**src/rtl/ram_arb_pkg.sv**
```systemverilog
`default_nettype none
// +----------------------------------------------------------------------+
// | ram_arb_pkg : shared types and defaults for the RAM port arbiter      |
// | Rev 1.0                                                              |
// +----------------------------------------------------------------------+
package ram_arb_pkg;

    localparam int c_DEF_AW     = 16;
    localparam int c_DEF_DW     = 16;
    localparam int c_DEF_RD_LAT = 2;

    typedef enum logic {
        OWN_M0 = 1'b0,
        OWN_M1 = 1'b1
    } owner_t;

    typedef struct packed {
        logic   valid;
        owner_t owner;
    } rd_tag_t;

    localparam rd_tag_t c_TAG_EMPTY = '{valid: 1'b0, owner: OWN_M0};

    function automatic logic [7:0] sat_inc(input logic [7:0] value, input logic [7:0] limit);
        return (value >= limit) ? limit : 8'(value + 8'd1);
    endfunction

endpackage
`default_nettype wire

```
**src/rtl/rd_tag_pipe.sv**
```systemverilog
`default_nettype none
// +----------------------------------------------------------------------+
// | rd_tag_pipe : RD_LAT-deep shift register of read ownership tags       |
// | Rev 1.0                                                              |
// +----------------------------------------------------------------------+
module rd_tag_pipe
    import ram_arb_pkg::*;
#(
    parameter int RD_LAT = c_DEF_RD_LAT
) (
    input  logic    clk,
    input  logic    rst_n,
    input  rd_tag_t i_tag,
    output rd_tag_t o_tag
);

    rd_tag_t [RD_LAT-1:0] r_stage;

    always_ff @(posedge clk or negedge rst_n) begin
        if (!rst_n) begin
            for (int i = 0; i < RD_LAT; i++) begin
                r_stage[i] <= c_TAG_EMPTY;
            end
        end else begin
            r_stage[0] <= i_tag;
            for (int i = 1; i < RD_LAT; i++) begin
                r_stage[i] <= r_stage[i-1];
            end
        end
    end

    assign o_tag = r_stage[RD_LAT-1];

endmodule
`default_nettype wire

```
**src/rtl/ram_port_arbiter.sv**
```systemverilog
`default_nettype none
// +----------------------------------------------------------------------+
// | ram_port_arbiter : fixed-priority RAM port share with m1 starve guard |
// | Rev 1.0                                                              |
// +----------------------------------------------------------------------+
module ram_port_arbiter
    import ram_arb_pkg::*;
#(
    parameter int AW       = c_DEF_AW,
    parameter int DW       = c_DEF_DW,
    parameter int RD_LAT   = c_DEF_RD_LAT,
    parameter int MAX_WAIT = 8
) (
    input  logic          clock,
    input  logic          reset_n,

    input  logic          m0_req,
    input  logic [AW-1:0] m0_addr,
    input  logic          m0_wren,
    input  logic [DW-1:0] m0_wdata,
    output logic          m0_gnt,
    output logic          m0_rvalid,
    output logic [DW-1:0] m0_rdata,

    input  logic          m1_req,
    input  logic [AW-1:0] m1_addr,
    input  logic          m1_wren,
    input  logic [DW-1:0] m1_wdata,
    output logic          m1_gnt,
    output logic          m1_rvalid,
    output logic [DW-1:0] m1_rdata,

    output logic [AW-1:0] ram_address,
    output logic          ram_wren,
    output logic [DW-1:0] ram_data,
    input  logic [DW-1:0] ram_q
);

    localparam logic [7:0] c_MAX_WAIT = 8'(MAX_WAIT);

    logic [7:0]    r_wait_cnt;
    logic [AW-1:0] r_addr_hold;
    logic [DW-1:0] r_data_hold;
    logic [DW-1:0] r_m0_rdata;
    logic [DW-1:0] r_m1_rdata;

    logic          w_force1;
    logic          w_gnt0;
    logic          w_gnt1;
    logic [AW-1:0] w_addr;
    logic [DW-1:0] w_data;
    logic          w_wren;
    rd_tag_t       w_new_tag;
    rd_tag_t       w_tail_tag;

    // Grants are masked by reset so nothing reaches the RAM while held in reset.
    assign w_force1 = (r_wait_cnt == c_MAX_WAIT);
    assign w_gnt1   = reset_n & m1_req & (w_force1 | ~m0_req);
    assign w_gnt0   = reset_n & m0_req & ~w_gnt1;

    always_comb begin
        w_addr = r_addr_hold;
        w_data = r_data_hold;
        w_wren = 1'b0;
        if (w_gnt1) begin
            w_addr = m1_addr;
            w_data = m1_wdata;
            w_wren = m1_wren;
        end else if (w_gnt0) begin
            w_addr = m0_addr;
            w_data = m0_wdata;
            w_wren = m0_wren;
        end
    end

    always_comb begin
        w_new_tag       = c_TAG_EMPTY;
        w_new_tag.valid = (w_gnt0 | w_gnt1) & ~w_wren;
        w_new_tag.owner = w_gnt1 ? OWN_M1 : OWN_M0;
    end

    always_ff @(posedge clock or negedge reset_n) begin
        if (!reset_n) begin
            r_wait_cnt  <= 8'd0;
            r_addr_hold <= '0;
            r_data_hold <= '0;
        end else begin
            if (m1_req && !w_gnt1) begin
                r_wait_cnt <= sat_inc(r_wait_cnt, c_MAX_WAIT);
            end else begin
                r_wait_cnt <= 8'd0;
            end
            r_addr_hold <= w_addr;
            r_data_hold <= w_data;
        end
    end

    rd_tag_pipe #(
        .RD_LAT (RD_LAT)
    ) u_rd_tag_pipe (
        .clk   (clock),
        .rst_n (reset_n),
        .i_tag (w_new_tag),
        .o_tag (w_tail_tag)
    );

    assign m0_rvalid = w_tail_tag.valid & (w_tail_tag.owner == OWN_M0);
    assign m1_rvalid = w_tail_tag.valid & (w_tail_tag.owner == OWN_M1);
    assign m0_rdata  = m0_rvalid ? ram_q : r_m0_rdata;
    assign m1_rdata  = m1_rvalid ? ram_q : r_m1_rdata;

    always_ff @(posedge clock or negedge reset_n) begin
        if (!reset_n) begin
            r_m0_rdata <= '0;
            r_m1_rdata <= '0;
        end else begin
            r_m0_rdata <= m0_rdata;
            r_m1_rdata <= m1_rdata;
        end
    end

    assign m0_gnt      = w_gnt0;
    assign m1_gnt      = w_gnt1;
    assign ram_address = w_addr;
    assign ram_data    = w_data;
    assign ram_wren    = w_wren;

endmodule
`default_nettype wire

```
**config.mk**
```make
export PLATFORM = sky130hd
export DESIGN_NAME = ram_port_arbiter
export DESIGN_NICKNAME = d
export VERILOG_FILES = /design/src/rtl/ram_arb_pkg.sv /design/src/rtl/rd_tag_pipe.sv /design/src/rtl/ram_port_arbiter.sv
export SDC_FILE = /design/constraint.sdc
export NUM_CORES = 1
export LEC_CHECK = 0
export ABC_CLOCK_PERIOD_IN_PS = 2500
export CAP_MARGIN = 20
export CORE_MARGIN = 4
export CORE_UTILIZATION = 38
export DETAILED_ROUTE_END_ITERATION = 12
export MAX_ROUTING_LAYER = met4
export PLACE_DENSITY = 0.77
export SETUP_SLACK_MARGIN = 0.2
export SYNTH_ARGS = -nofsm -noshare
export SYNTH_HDL_FRONTEND = slang
export SYNTH_SLANG_ARGS = --single-unit
export TNS_END_PERCENT = 30
```
**constraint.sdc**
```tcl
create_clock -name clock -period 2.5 [get_ports clock]
set_clock_uncertainty 0.15 [all_clocks]
set_input_delay 0.5 -clock clock [delete_from_list [all_inputs] [get_ports clock]]
set_output_delay 0.5 -clock clock [all_outputs]
set_load 0.03 [all_outputs]
```
* Word-level counts from Yosys, hierarchy flattened *
Cells that the tools add are included.

storage, ports and cells
  register bits = 76
  input bits = 86
  output and inout bits = 69
  logic and storage cells = 38

cells by class
  $add $sub $neg = 1
  order comparisons = 1
  eq/ne operators = 1
  muxes and demuxes = 11
  bitwise logic cells = 13
  reduce and logical (&&, ||, !) cells = 2

operators with widths
  kind                                                                                 count
  16-bit two-way mux                                                                   6
  8-bit two-way mux                                                                    2
  8-bit by 1-bit adder with 8-bit output, second input constant                        1
  8-bit by 4-bit == test with 1-bit output, second input constant                      1
  8-bit by 4-bit greater-or-equal comparator with 1-bit output, second input constant  1
  1-bit bitwise AND                                                                    7
  1-bit inverter                                                                       4
  1-bit two-way mux                                                                    3
  1-bit bitwise OR                                                                     2
  1-bit logical AND                                                                    1
  1-bit logical NOT                                                                    1

* Depth between registers and ports, before layout *
Gate-level depths: netlist of run 1.

  depth after elaboration = 9
  depth in mapped cells = 8
  gate-level depth less buffers = 6

* By module *
A second synthesis of run 1 with hierarchy kept.

unflattened totals
  cells, all modules = 290
  area, all modules = 3,430.8 µm²

modules (own cells, without submodules)
  module            instances  cells each  area an instance (µm²)  seq. area each (µm²)
  ram_port_arbiter  1          284         3,315.7                 1,801.7
  rd_tag_pipe       1          6           115.1                   100.1

* Worst setup path after synthesis of run 1 *
Ideal clock, no wire load.

  path kind = input to output
  start point = input m0_req
  end point = output ram_address[10]
  data arrival time = 2.281 ns
  data required time = 1.850 ns
  slack = -0.431 ns
  stages = 5
  cells stage by stage = clkbuf_1 nand2_1 clkbuf_1 mux2i_1 o21ai_0

on the way
  word-level cells in the longest chain between the ends = 7
  elaborated cells between the ends (all ways) = 8
  classes of those cells = 2 x mux; 6 x bitwise

RTL lines
  element               line                    RTL
  start: declaration    ram_port_arbiter.sv:17  input logic m0_req,
  1-bit inverter        ram_port_arbiter.sv:58  assign w_gnt1 = reset_n & m1_req & (w_force1 | ~m0_req);
  1-bit bitwise OR      ram_port_arbiter.sv:58
  1-bit bitwise AND     ram_port_arbiter.sv:58
  1-bit inverter        ram_port_arbiter.sv:59  assign w_gnt0 = reset_n & m0_req & ~w_gnt1;
  1-bit bitwise AND     ram_port_arbiter.sv:59
  16-bit two-way mux    ram_port_arbiter.sv:69  end else if (w_gnt0) begin
  16-bit two-way mux *  ram_port_arbiter.sv:65  if (w_gnt1) begin
  end: declaration      ram_port_arbiter.sv:33  output logic [AW-1:0] ram_address,

Mark *: on every way between the ends. The rest lies on a longest branch, timed or not.

* Final worst setup path of run 1 *
  start point = register r_wait_cnt[5]
  end point = output ram_data[15]

on the way
  word-level cells in the longest chain between the ends = 7

RTL lines
  element                                     line                    RTL
  start: declaration                          ram_port_arbiter.sv:41  logic [7:0] r_wait_cnt;
  start signal: assignment                    ram_port_arbiter.sv:89  r_wait_cnt <= sat_inc(r_wait_cnt, c_MAX_WAIT);
  8-bit by 4-bit == test with 1-bit output *  ram_port_arbiter.sv:57  assign w_force1 = (r_wait_cnt == c_MAX_WAIT);
  1-bit bitwise OR *                          ram_port_arbiter.sv:58
  1-bit bitwise AND *                         ram_port_arbiter.sv:58
  1-bit inverter                              ram_port_arbiter.sv:59
  1-bit bitwise AND                           ram_port_arbiter.sv:59
  16-bit two-way mux                          ram_port_arbiter.sv:69
  16-bit two-way mux *                        ram_port_arbiter.sv:65
  end: declaration                            ram_port_arbiter.sv:35  output logic [DW-1:0] ram_data,

Marked as above.

==> results of run 1 <==
[power by group]
part	internal, mW	switching, mW	total (mW)
clock network	0.590	0.474	1.06
logic	0.725	0.931	1.66
registers	1.44	0.0603	1.50
total	2.76	1.47	4.22
[flip-flops by register name, summed over array words and instances (netlist names)]
register and flops:
r_m0_rdata 16, u_rd_tag_pipe.o_tag 2, r_m1_rdata 16, r_wait_cnt 8, r_data_hold 16, u_rd_tag_pipe.r_stage 2
r_addr_hold 16
[worst max-delay path, cell delays in order, from the launching register on]
cell and delay (ps):
dfrtp_1 370, or4_4 540, or3_4 380, a21oi_4 180, buf_12 150, buf_12 150, o21ai_2 80, buf_6 140
[metrics by stage]
stage	setup TNS [ps]	area (um^2)	hold WS [ps]
5_1_grt	-18360	6210	51.6
3_3_place_gp	-4190	5570	178
2_1_floorplan	-3800	3770	54.4
6_report	-15830	6210	41.9
4_1_cts	-16520	5910	24.9
3_5_place_dp	-5530	5570	178
[Yosys cell counts, drive strengths merged, types with 2 or more instances]
cell | n | area [um^2]
nand3 | 33 | 165
nand2 | 21 | 78.8
clkbuf | 13 | 48.8
a21o | 8 | 60.1
o21ai | 26 | 156
inv | 6 | 22.5
mux2i | 24 | 240
buf | 8 | 55.1
ha | 2 | 25.0
mux2 | 32 | 360
nor2 | 5 | 18.8
o2111ai | 8 | 70.1
nor2b | 9 | 56.3
or4 | 2 | 18.8
and2 | 3 | 18.8
dfrtp | 76 | 1900
nand2b | 2 | 12.5
a21oi | 9 | 56.3
[cell families (layout without fill, tap and decap cells)]
family | after synthesis | in the layout | share of synthesized area, %
compound gates | 54 | 54 | 10.9
xor+xnor | 1 | 1 | 0.256
fa+ha+maj | 2 | 2 | 0.732
buf+inv | 27 | 219 | 3.70
flops | 76 | 76 | 55.6
mux | 56 | 56 | 17.6
other cells | 1 | 4 | 0.110
simple gates | 77 | 77 | 11.1
[per-layer routing]
layer / vias up / track usage [%] / part of all wire [%]
met5: - / - / 0
met4: 0 / 6.67 / 2.0
met3: 19 / 4.06 / 7.3
met2: 129 / 33.5 / 49
met1: 1501 / 26.7 / 42
li1: 1430 / - / -
[worst min-delay path by stage]
| stage | start | end | slack [ps] | cells past startpoint |
|---|---|---|---|---|
| 2_1_floorplan | reset_n | r_addr_hold[0]$_DFF_PN0_ | 50 | 0 |
| 3_3_place_gp | reset_n | r_addr_hold[14]$_DFF_PN0_ | 180 | 1 |
| 3_5_place_dp | reset_n | r_addr_hold[14]$_DFF_PN0_ | 180 | 1 |
| 4_1_cts | reset_n | r_m0_rdata[12]$_DFF_PN0_ | 20 | 2 |
| 5_1_grt | reset_n | r_m0_rdata[13]$_DFF_PN0_ | 50 | 2 |
| 6_report | reset_n | r_m0_rdata[12]$_DFF_PN0_ | 40 | 2 |
[cell usage in the layout, fill, tap and decap left out, types with 4 or more instances in the layout]
| master | instances |
|---|---|
| clkbuf_8 | 10 |
| nor2_1 | 4 |
| a21o_1 | 8 |
| buf_4 | 35 |
| mux2i_1 | 24 |
| buf_6 | 32 |
| inv_1 | 6 |
| nand2_1 | 21 |
| o2111ai_4 | 8 |
| dfrtp_1 | 76 |
| conb_1 | 4 |
| clkdlybuf4s50_1 | 84 |
| o21ai_2 | 8 |
| buf_12 | 12 |
| nand3_4 | 6 |
| a21oi_1 | 8 |
| nand3_2 | 23 |
| nor2b_1 | 9 |
| mux2_2 | 32 |
| o21ai_4 | 17 |
| nand3_1 | 4 |
| buf_2 | 26 |
[final cells by class]
cell class,count,share of cell area [%]
multi-input combinational,194,31.4
inverter,6,0.363
clock inverter,6,1.39
timing repair buffer,197,31.8
clock buffer,10,2.22
sequential,76,30.6
tap,108,2.18
[repair_timing]
action                                  CTS  global route
endpoints found under the hold margin     2             0
endpoints found under the setup margin   63            35
pin swaps                                 3            11
cloned                                    2             2
gates resized for setup                 167            47
buffers inserted                          5             3
hold buffers                              2             0
==> flow_metrics.py, run 1 <==
metrics = {
    "place": {
        "dp_slack_ps": -247,
        "place_hpwl_um": 7690,
        "place.gp.congestion": 0.781,
        "portBuffers": 154,
        "dp_cells": 567,
    },
    "logic_synthesis": {
        "synth_flop_cell": "dfrtp_1",
        "synthArstFlopShare_pct": 100,
        "synth_cell_type_count": 31,
        "syn_inst": 294,
        "postSynthAreaPerCell_um2": 11.6,
        "synth_edf_count": 0,
        "yosysWarningCount": 0,
        "syn_area_um2": 3420,
        "synth-seq-cells": 76,
        "seq_area_frac_synth_pct": 55.6,
    },
    "outcome": {
        "violations": "negative setup slack",
        "status": "finished with violations",
    },
    "critical_path": {
        "r2r-end": "r_data_hold[7]$_DFF_PN0_",
        "endpoint": "ram_data[15]",
        "required_ps": 1850,
        "cp-start-kind": "flip-flop",
        "r2r_cells": 7,
        "cp.arrival_ps": 2350,
        "rrSetupSlack_ps": 270,
        "path_class": "flip-flop to primary output",
        "path_max_fanout": 7,
        "endpoint_kind": "primary output",
        "worstReg2RegStart": "r_wait_cnt[5]$_DFF_PN0_",
        "worstSetupStartpoint": "r_wait_cnt[5]$_DFF_PN0_",
    },
    "route": {
        "via_per_inst": 5.16,
        "vias": 3079,
        "drc_errors": 0,
        "postRouteAntennaNets": 0,
        "drt_iter0_drc": 79,
        "wl_per_cell_um": 19.1,
        "drt-total-wl_um": 11400,
        "first_pass_iters": 4,
    },
    "clock_network": {
        "htreeDepth": 3,
        "cts_tree": "done",
        "cts_made_buffers": 9,
        "clock_path_buffers": 2,
        "clkLatencyLatePin_ps": 340,
        "root_buffer": "clkbuf_8",
        "cts_num_sinks": 76,
        "clkTransAtPathRegs_ps": 80,
    },
    "pwr": {
        "p_per_area_nw_per_um2": 680,
        "leakage_nw": 2.70,
        "finalPower_mw": 4.22,
        "ir_drop_mv": 0.380,
    },
    "timing": {
        "rsz0062_at_grt": "true",
        "fmax_ghz": 0.334,
        "slew_viol_final": 0,
        "final_hold_viol_count": 0,
        "maxSlewHeadroom_pct": 59.2,
        "post-route-period-util_pct": 120,
        "setup_ws_ps": -497,
        "tightest_slew_ps": 609,
        "finalSetupViolations": 35,
        "period_minus_slack_ps": 3000,
    },
    "global_routing": {
        "antenna_found_initial": 0,
        "grt_max_degree": 44,
        "first_global_vias": 3251,
        "grt_pass1_wl_um": 16400,
        "grt_overflow": 0,
        "grt.total_usage_pct": 20.8,
    },
    "finish": {
        "area_growth_pct": 81.7,
        "multi_input_area_um2": 1950,
        "fin_nets": 572,
        "fin_util_pct": 71.2,
        "drive_gt1_share_pct": 46.0,
        "insertedDiodeCount": 0,
        "fin_cells": 597,
        "fillers": 626,
        "regArea_um2": 1900,
    },
    "floorplan": {
        "fp.dieW_um": 103,
        "start_util_pct": 39.2,
        "die_height_um": 103,
        "core_area_um2": 8720,
        "die_area_um2": 10600,
        "io_pins": 155,
        "rows": 34,
    },
    "job": {
        "cap_violations": 0,
    },
    "worst_hold_path": {
        "worstHoldPathType": "primary input to asynchronous set/reset pin",
    },
}
No activity file was read; power rests on OpenSTA's default activity.
==> run 2, diff against run 1 <==
- TNS_END_PERCENT: 30 -> 20
==> run 2 against run 1 <==
The run still ends with negative setup slack left; first-iteration DRC count increased by 11%; total power is 6.2% lower; die area is the same; critical endpoint is now ram_data[1]; largest power group unchanged; highest routed layer unchanged.
==> flow_metrics.py, run 2 (same netlist as run 1, synthesis figures left out) <==
metrics = {
    "floorplan": {
        "io_pins": 155,
        "fp.dieW_um": 103,
        "die_height_um": 103,
        "die_area_um2": 10600,
        "core_area_um2": 8720,
        "rows": 34,
        "start_util_pct": 39.2,
    },
    "timing": {
        "finalSetupViolations": 35,
        "period_minus_slack_ps": 3070,
        "setup_ws_ps": -573,
        "fmax_ghz": 0.325,
        "maxSlewHeadroom_pct": 55.8,
        "post-route-period-util_pct": 123,
        "rsz0062_at_grt": "true",
        "final_hold_viol_count": 0,
        "tightest_slew_ps": 663,
        "slew_viol_final": 0,
        "fin_setup_tns_ps": -17100,
    },
    "route": {
        "postRouteAntennaNets": 0,
        "vias": 3111,
        "first_pass_iters": 4,
        "drt_iter0_drc": 88,
        "via_per_inst": 5.14,
        "drt-total-wl_um": 10800,
        "wl_per_cell_um": 17.8,
        "drc_errors": 0,
    },
    "critical_path": {
        "cp-start-kind": "flip-flop",
        "endpoint_kind": "primary output",
        "required_ps": 1850,
        "path_class": "flip-flop to primary output",
        "cp.arrival_ps": 2420,
        "r2r_cells": 9,
        "path_max_fanout": 6,
    },
    "global_routing": {
        "grt_pass1_wl_um": 16100,
        "grt_max_degree": 52,
        "grt_overflow": 0,
        "first_global_vias": 3306,
        "antenna_found_initial": 0,
        "grt.total_usage_pct": 20.3,
    },
    "outcome": {
        "status": "finished with violations",
        "violations": "negative setup slack",
    },
    "job": {
        "cap_violations": 0,
    },
    "clock_network": {
        "cts_num_sinks": 76,
        "clkTransAtPathRegs_ps": 80,
        "cts_made_buffers": 9,
        "htreeDepth": 3,
        "root_buffer": "clkbuf_8",
        "clkLatencyLatePin_ps": 340,
        "clock_path_buffers": 2,
        "cts_tree": "done",
    },
    "finish": {
        "regArea_um2": 1900,
        "fin_cells": 605,
        "layout_common_cells": "84 x clkdlybuf4s50_1, 76 x dfrtp_1, 58 x buf_4",
        "area_growth_pct": 74.3,
        "final_common_cell": "clkdlybuf4s50_1",
        "fillers": 638,
        "multi_input_area_um2": 1790,
        "drive_gt1_share_pct": 41.2,
        "fin_area_um2": 5960,
        "fin_nets": 580,
        "insertedDiodeCount": 0,
    },
    "place": {
        "dp_cells": 574,
        "place_hpwl_um": 7700,
        "portBuffers": 154,
        "place.gp.congestion": 0.812,
        "placed_area_um2": 5590,
    },
    "worst_hold_path": {
        "worstHoldPathType": "primary input to asynchronous set/reset pin",
    },
    "pwr": {
        "p_per_area_nw_per_um2": 664,
        "ir_drop_mv": 0.384,
        "leakage_nw": 2.65,
    },
}
[run 2: worst max-delay path, stage by stage, from the launching register on]
cell     delay (ps)
dfrtp_1         370
or4_4           560
or3_4           370
a21oi_4         190
buf_12          130
buf_12          110
buf_12          130
o21ai_4          70
buf_12          150
[run 2: per-stage QoR]
stage	power (mW)	hold slack [ps]	setup slack, ps	util [%]
3_3_place_gp	3.14	184	-374	64.1
2_1_floorplan	2.45	54.4	-159	-
6_report	3.96	167	-573	68.4
4_1_cts	3.97	171	-587	66.9
5_1_grt	4.15	201	-655	68.4
3_5_place_dp	3.17	189	-410	64.1
[run 2: area by class of cell]
cell class	count	share of cell area (%)
clock buffers	11	2.20
clock inverters	5	0.630
inverters	6	0.378
multi-input cells	194	30.1
flip-flops and latches	76	31.9
well taps	108	2.27
repair buffers	205	32.5
[run 2: path summary, 6_finish.rpt]
check	from	to	slack, ps
setup / recovery	r_wait_cnt[6]$_DFF_PN0_	ram_data[1]	-570
min in group clock	u_rd_tag_pipe.r_stage[0]$_DFF_PN0_	u_rd_tag_pipe.o_tag[0]$_DFF_PN0_	200
max in group asynchronous	reset_n	u_rd_tag_pipe.r_stage[1]$_DFF_PN0_	1390
hold / removal	reset_n	r_addr_hold[1]$_DFF_PN0_	170
hold reg to reg	u_rd_tag_pipe.r_stage[0]$_DFF_PN0_	u_rd_tag_pipe.o_tag[0]$_DFF_PN0_	200
setup reg to reg	r_wait_cnt[6]$_DFF_PN0_	r_data_hold[15]$_DFF_PN0_	90
[run 2: per-layer routing]
| layer | GRT usage (%) | vias up | part of all wire, % |
|---|---|---|---|
| li1 | - | 1434 | - |
| met1 | 23.8 | 1508 | 40 |
| met2 | 34.4 | 147 | 50 |
| met3 | 5.21 | 22 | 8.0 |
| met4 | 5.78 | 0 | 2.3 |
| met5 | - | - | 0 |
[run 2: where the power goes]
group | switching, mW | internal [mW] | total, mW
Combinational | 0.905 | 0.725 | 1.63
Sequential | 0.0599 | 1.44 | 1.50
Clock | 0.464 | 0.365 | 0.829
[run 2: what timing repair did]
action / CTS / global route
pin swaps: 5 / 4
cloned: 0 / 1
setup endpoints to repair: 65 / 41
hold buffers: 1 / 0
setup buffers: 8 / 5
gates resized for setup: 169 / 14
endpoints found under the hold margin: 26 / 0
==> run 3, diff against run 2 <==
- ABC_CLOCK_PERIOD_IN_PS: 2500 -> not set
==> results of run 3 <==
The final DEF is identical to that of run 2; final timing and power are the same.
==> variant 1: new RTL, config.mk and constraints of run 3 <==
`c_DEF_AW`: 16 -> 17.
--- a/src/rtl/ram_arb_pkg.sv
+++ b/src/rtl/ram_arb_pkg.sv
@@ -6,5 +6,5 @@
 package ram_arb_pkg;
 
-    localparam int c_DEF_AW     = 16;
+    localparam int c_DEF_AW     = 17;
     localparam int c_DEF_DW     = 16;
     localparam int c_DEF_RD_LAT = 2;
Interface: changed (resized m0_addr, m1_addr and ram_address); port bits go from 155 to 158. The function was not compared with the original's and may differ.
==> variant 1 against run 3 <==
Area after synthesis increased by 3.8%. Clock power up 18%. Critical endpoint is now ram_address[6]. Final cell count grew 2.5%. Sequential cell count grew 1. The run still ends with setup timing left. Largest power group unchanged. First-iteration DRC count increased by 45%. Design area up 2.6%. Via count rose by 3.9%. Utilization is 1.5 points lower. Wire length shrank 0.99%. Non-clock buffer count is 8 lower. Total power grew 5.1%. Setup slack improved by 0.085 ns. Synthesized cell count is 7.5% higher.
==> variant 1: results (changes against run 3) <==
Clock network
  • Number of buffers added by the clock tree synthesis step: 9 (unchanged)
  • Clk Latency, worst-skew pair: 0.34 ns (about the same)
  • Buffer type at the clock tree root: sky130_fd_sc_hd__clkbuf_8 (unchanged)
  • Buffer levels on the longest clock path: 2 (unchanged)

Detailed routing
  • Number of DRC markers in iteration 0: 128 (was 88)
  • Total number of vias: 3,233 (was 3,111)
  • Total wire length after detailed routing: 10,700 microns (was 10,800 microns)

Worst setup path
  • Internal reg-to-reg setup slack: 0.19 ns (was 0.09 ns)
  • Crit path arrival time: 2.34 ns (was 2.42 ns)
  • Slowest cell on the critical path: sky130_fd_sc_hd__or4_4 (unchanged)
  • Maximum net fanout on the critical path: 5 (was 6)
  • Largest stage delay on the critical path: 0.53 ns (was 0.56 ns)

Timing
  • Worst-case headroom to the max-slew limit: 45.7% (was 55.8%)
  • PnR worst setup slack: -0.488 ns (was -0.573 ns)
  • Total negative slack: -16.17 ns (was -17.10 ns)
  • Endpoints failing setup: 36 (was 35)

Placed design
  • Detailed-placement wirelength estimate: 7720 microns (was 7700 microns)
  • Global placement routability congestion: 0.847 (was 0.812)
  • Total of buffers placed on input and output ports: 157 (was 154)
  • Total placed cells including tap cells: 597 (was 574)

Logic synthesis
  • Synth unique cells: 31 (unchanged)
  • Most frequent cells after synthesis: sky130_fd_sc_hd__dfrtp_1, sky130_fd_sc_hd__nand3_1, sky130_fd_sc_hd__mux2_2 (unchanged)
  • Post-synthesis instance total: 316 (was 294)
  • Number of warnings printed during yosys synthesis: 0 (unchanged)
  • Share of synthesized area occupied by flip-flops and latches: 54.3% (was 55.6%)
  • Synth top area cells: sky130_fd_sc_hd__dfrtp_1, sky130_fd_sc_hd__mux2_2, sky130_fd_sc_hd__mux2i_1 (unchanged)

Global routing
  • Wire length of the first global-routing pass: 17,300 microns (was 16,100 microns)
  • Number of antenna violations at the first check in global routing: 0 (unchanged)
  • Number of global-route vias before repair: 3,416 (was 3,306)
  • Pin count of the biggest net entering global routing: 67 (was 52)
  • All-Layer GR Usage: 20.1% (was 20.3%)

Final layout
  • Final net count: 594 (was 580)
  • Filler cell count: 706 (was 638)
  • Final cell count without fillers: 620 (was 605)
  • Largest register FFs: 17
  • Share of layout cells above drive strength 1: 38.9% (was 41.2%)

Power and ir drop
  • Leakage power total: 2.68 nW (was 2.65 nW)
  • Worst vdd rail ir drop: 271 uV (was 384 uV)

Status
  • Failing checks: setup timing (unchanged)
  • Status: finished, violations left (unchanged)
-- variant 1: cell type report --
cell class	count	area (sq um)	area share, %
timing repair buffer	197	1910	31.2
multi-input combinational	213	1910	31.3
inverter	6	22.5	0.368
sequential	77	1930	31.5
tap	111	139	2.27
clock inverter	7	81.3	1.33
clock buffer	9	124	2.03
-- variant 1: final timing paths --
check                                               from                      to  cells past startpoint
worst max-delay path                       r_wait_cnt[6]          ram_address[6]                      7
worst min-delay path                             reset_n          r_data_hold[8]                      2
worst max register to register             r_wait_cnt[6]           r_wait_cnt[3]                      8
worst min register to register  u_rd_tag_pipe.r_stage[1]  u_rd_tag_pipe.o_tag[1]                      0
max in group asynchronous                        reset_n         r_addr_hold[16]                      4
min in group clock              u_rd_tag_pipe.r_stage[1]  u_rd_tag_pipe.o_tag[1]                      0
-- variant 1: where the power goes --
group / internal, mW / switching [mW] / total, mW
Clock: 0.475 / 0.502 / 0.977
Combinational: 0.742 / 0.922 / 1.66
Sequential: 1.46 / 0.0608 / 1.52
-- variant 1: what timing repair did --
item / in CTS / in global routing
hold buffers: 1 / 0
setup buffers: 3 / 1
endpoints found under the hold margin: 4 / 0
gates resized for setup: 154 / 5
pin swaps: 1 / 2
endpoints found under the setup margin: 63 / 40
cloned: 1 / 1
-- variant 1: per-layer routing --
metal  wire, microns  share of wire, %  GRT usage, %  up-vias
li1                -                 -             -     1496
met1            4500                42          25.5     1591
met4             217               2.0          7.03        0
met3             649               6.1          3.95       18
met2            5290                50          32.5      128
met5               0                 0             -        -
-- variant 1: metrics by stage --
step	area [sq um]	hold slack, ns	utilization, %	setup WS (ns)	power (mW)
3_3_place_gp	5810	0.176	63.5	-0.404	3.22
5_1_grt	6110	0.0142	66.8	-0.592	4.37
6_report	6110	0.0260	66.8	-0.488	4.16
2_1_floorplan	3960	0.0544	-	-0.0881	2.51
4_1_cts	6060	0.00640	66.2	-0.546	4.20
3_5_place_dp	5810	0.174	63.5	-0.442	3.25
-- variant 1: critical path: cells and delay by family (launching register included) --
kind	cells	cell delay [ns]
compound gates	2	0.28
buf+inv	3	0.44
flops	1	0.37
simple gates	2	0.90
-- variant 1: logic make-up after synthesis --
family / after synthesis / share of synthesized area, %
flip-flops: 77 / 54.3
multiplexers: 53 / 16.1
buffers and inverters: 29 / 3.88
XOR/XNOR: 1 / 0.247
adder cells (fa/ha/maj): 2 / 0.705
AO/OA/AOI/OAI: 63 / 12.3
other: 1 / 0.106
AND/OR/NAND/NOR: 90 / 12.4
==> variant 2: new RTL, settings of run 3 <==
Made on the original files. `r_addr_hold` no longer has a reset.
--- a/src/rtl/ram_port_arbiter.sv
+++ b/src/rtl/ram_port_arbiter.sv
@@ -83,5 +83,4 @@
         if (!reset_n) begin
             r_wait_cnt  <= 8'd0;
-            r_addr_hold <= '0;
             r_data_hold <= '0;
         end else begin
@@ -91,7 +90,10 @@
                 r_wait_cnt <= 8'd0;
             end
-            r_addr_hold <= w_addr;
             r_data_hold <= w_data;
         end
+    end
+
+    always_ff @(posedge clock) begin
+        r_addr_hold <= w_addr;
     end
 
Behaviour: differs if reset_n is asserted again (counterexample within 4 cycles, from zero or initial values and one cycle with reset_n low); with reset_n held inactive, the same outputs for 10 cycles.
==> variant 2 against run 3 <==
The run still ends with setup timing left. Sequential cell count unchanged. Wire length decreased by 1.1%. Design area hardly changed. Total power rose by 2.0%. Setup slack better by 0.089 ns. Clock power grew 12%. Area after synthesis down 2.3%. Critical path type unchanged.
==> variant 2: results (changes against run 3) <==
Placed design
  • Placed cell area: 5410 sq um (was 5590 sq um)
  • Detailed-placement wirelength estimate: 7340 microns (was 7700 microns)
  • Total placed cells including tap cells: 558 (was 574)
  • Global placement routability congestion: 0.761 (was 0.812)

Worst setup path
  • Largest stage delay on the critical path: 0.53 ns (was 0.56 ns)
  • Maximum net fanout on the critical path: 8 (was 6)
  • Crit path arrival time: 2.33 ns (was 2.42 ns)

Timing
  • PnR worst setup slack: -0.485 ns (was -0.573 ns)
  • Worst-case headroom to the max-slew limit: 57.6% (was 55.8%)
  • Total negative slack: -15.17 ns (was -17.10 ns)
  • Endpoints failing setup: 35 (unchanged)

Detailed routing
  • Average vias per placed instance: 5.15 (was 5.14)
  • Number of DRC markers in iteration 0: 60 (was 88)
  • Total number of vias: 3,041 (was 3,111)

Power and ir drop
  • Leakage power total: 2.59 nW (was 2.65 nW)
  • Worst vdd rail ir drop: 291 uV (was 384 uV)

Global routing
  • All-Layer GR Usage: 21.0% (was 20.3%)
  • Pin count of the biggest net entering global routing: 41 (was 52)
  • Number of global-route vias before repair: 3,466 (was 3,306)
  • Wire length of the first global-routing pass: 16,400 microns (was 16,100 microns)

Logic synthesis
  • Average instance area after synthesis: 11.4 sq um (was 11.6 sq um)
  • Share of synthesized area occupied by flip-flops and latches: 54.6% (was 55.6%)
  • Share of flip-flops with an asynchronous set or reset: 78.9% (was 100%)
  • Synth top area cells: sky130_fd_sc_hd__dfrtp_1, sky130_fd_sc_hd__mux2_2, sky130_fd_sc_hd__dfxtp_1 (was sky130_fd_sc_hd__dfrtp_1, sky130_fd_sc_hd__mux2_2, sky130_fd_sc_hd__mux2i_1)
  • Synth unique cells: 32 (was 31)

Final layout
  • Share of layout cells above drive strength 1: 43.4% (was 41.2%)
  • Final net count: 569 (was 580)

Clock network
  • Buffer type at the clock tree root: sky130_fd_sc_hd__clkbuf_8 (unchanged)

Status
  • Failing checks: setup timing (unchanged)
  • Status: finished, violations left (unchanged)
==> variant 2: cell types whose count changed in the layout (fill, tap and decap cells not counted), sizes merged, moves of 2 or more <==
cell / before / now
clkinvlp: 2 / 0
dfxtp: 0 / 16
dfrtp: 76 / 60
buf: 116 / 106
==> variant 2: final cells by class <==
cell class,count,area share [%]
repair buffers,193,31.9
well taps,105,2.20
flip-flops and latches,76,30.6
inverters,6,0.378
clock buffers,12,2.44
multi-input cells,195,31.6
clock inverters,4,0.819
==> variant 2: timing repair <==
| item | CTS | global route |
|---|---|---|
| pin swaps | 14 | 6 |
| setup endpoints to repair | 89 | 38 |
| hold buffers | 1 | 0 |
| resized for setup | 196 | 13 |
| setup buffers | 12 | 1 |
| endpoints found under the hold margin | 1 | 0 |
| gates cloned | 3 | 0 |
==> variant 2: kinds of logic (layout without fill, tap and decap cells) <==
kind of cell / after synthesis / in the layout / share of synthesized area, %
AND/OR/NAND/NOR: 77 / 77 / 11.4
buffers and inverters: 27 / 215 / 3.78
other: 1 / 4 / 0.112
adder cells (fa/ha/maj): 2 / 2 / 0.749
flip-flops: 76 / 76 / 54.6
AO/OA/AOI/OAI: 54 / 55 / 11.2
XOR/XNOR: 1 / 1 / 0.262
multiplexers: 56 / 56 / 18.0
==> variant 2: final timing paths <==
kind / cells after the start / end / from / slack, ns
worst max-delay path: 8 / ram_address[8] / r_wait_cnt[5] / -0.48
worst min-delay path: 2 / r_data_hold[1] / reset_n / 0.06
worst max register to register: 9 / r_wait_cnt[3] / r_wait_cnt[5] / 0.19
worst min register to register: 0 / u_rd_tag_pipe.o_tag[0] / u_rd_tag_pipe.r_stage[0] / 0.20
max in group asynchronous: 2 / r_data_hold[13] / reset_n / 1.60
min in group clock: 0 / u_rd_tag_pipe.o_tag[0] / u_rd_tag_pipe.r_stage[0] / 0.20
==> variant 2: power by group <==
| group | switching, mW | internal, mW | leakage [nW] |
|---|---|---|---|
| Clock | 0.443 | 0.488 | 0.100 |
| Combinational | 0.907 | 0.698 | 1.64 |
| Sequential | 0.0611 | 1.44 | 0.853 |
==> variant 2: routing by layer <==
| metal | wire, microns | GRT usage, % | vias to the layer above |
|---|---|---|---|
| li1 | - | - | 1417 |
| met1 | 4550 | 25.6 | 1485 |
| met2 | 5240 | 35.2 | 120 |
| met3 | 680 | 3.86 | 19 |
| met4 | 176 | 6.75 | 0 |
| met5 | 0 | - | - |
==> variant 2: per-stage QoR <==
stage / hold slack (ns) / utilization [%]
global placement: 0.186 / 64.6
CTS: 0.0564 / 70.2
detailed placement: 0.188 / 64.6
finish: 0.0634 / 71.1
global route: 0.0555 / 71.1
floorplan: 0.0544 / -
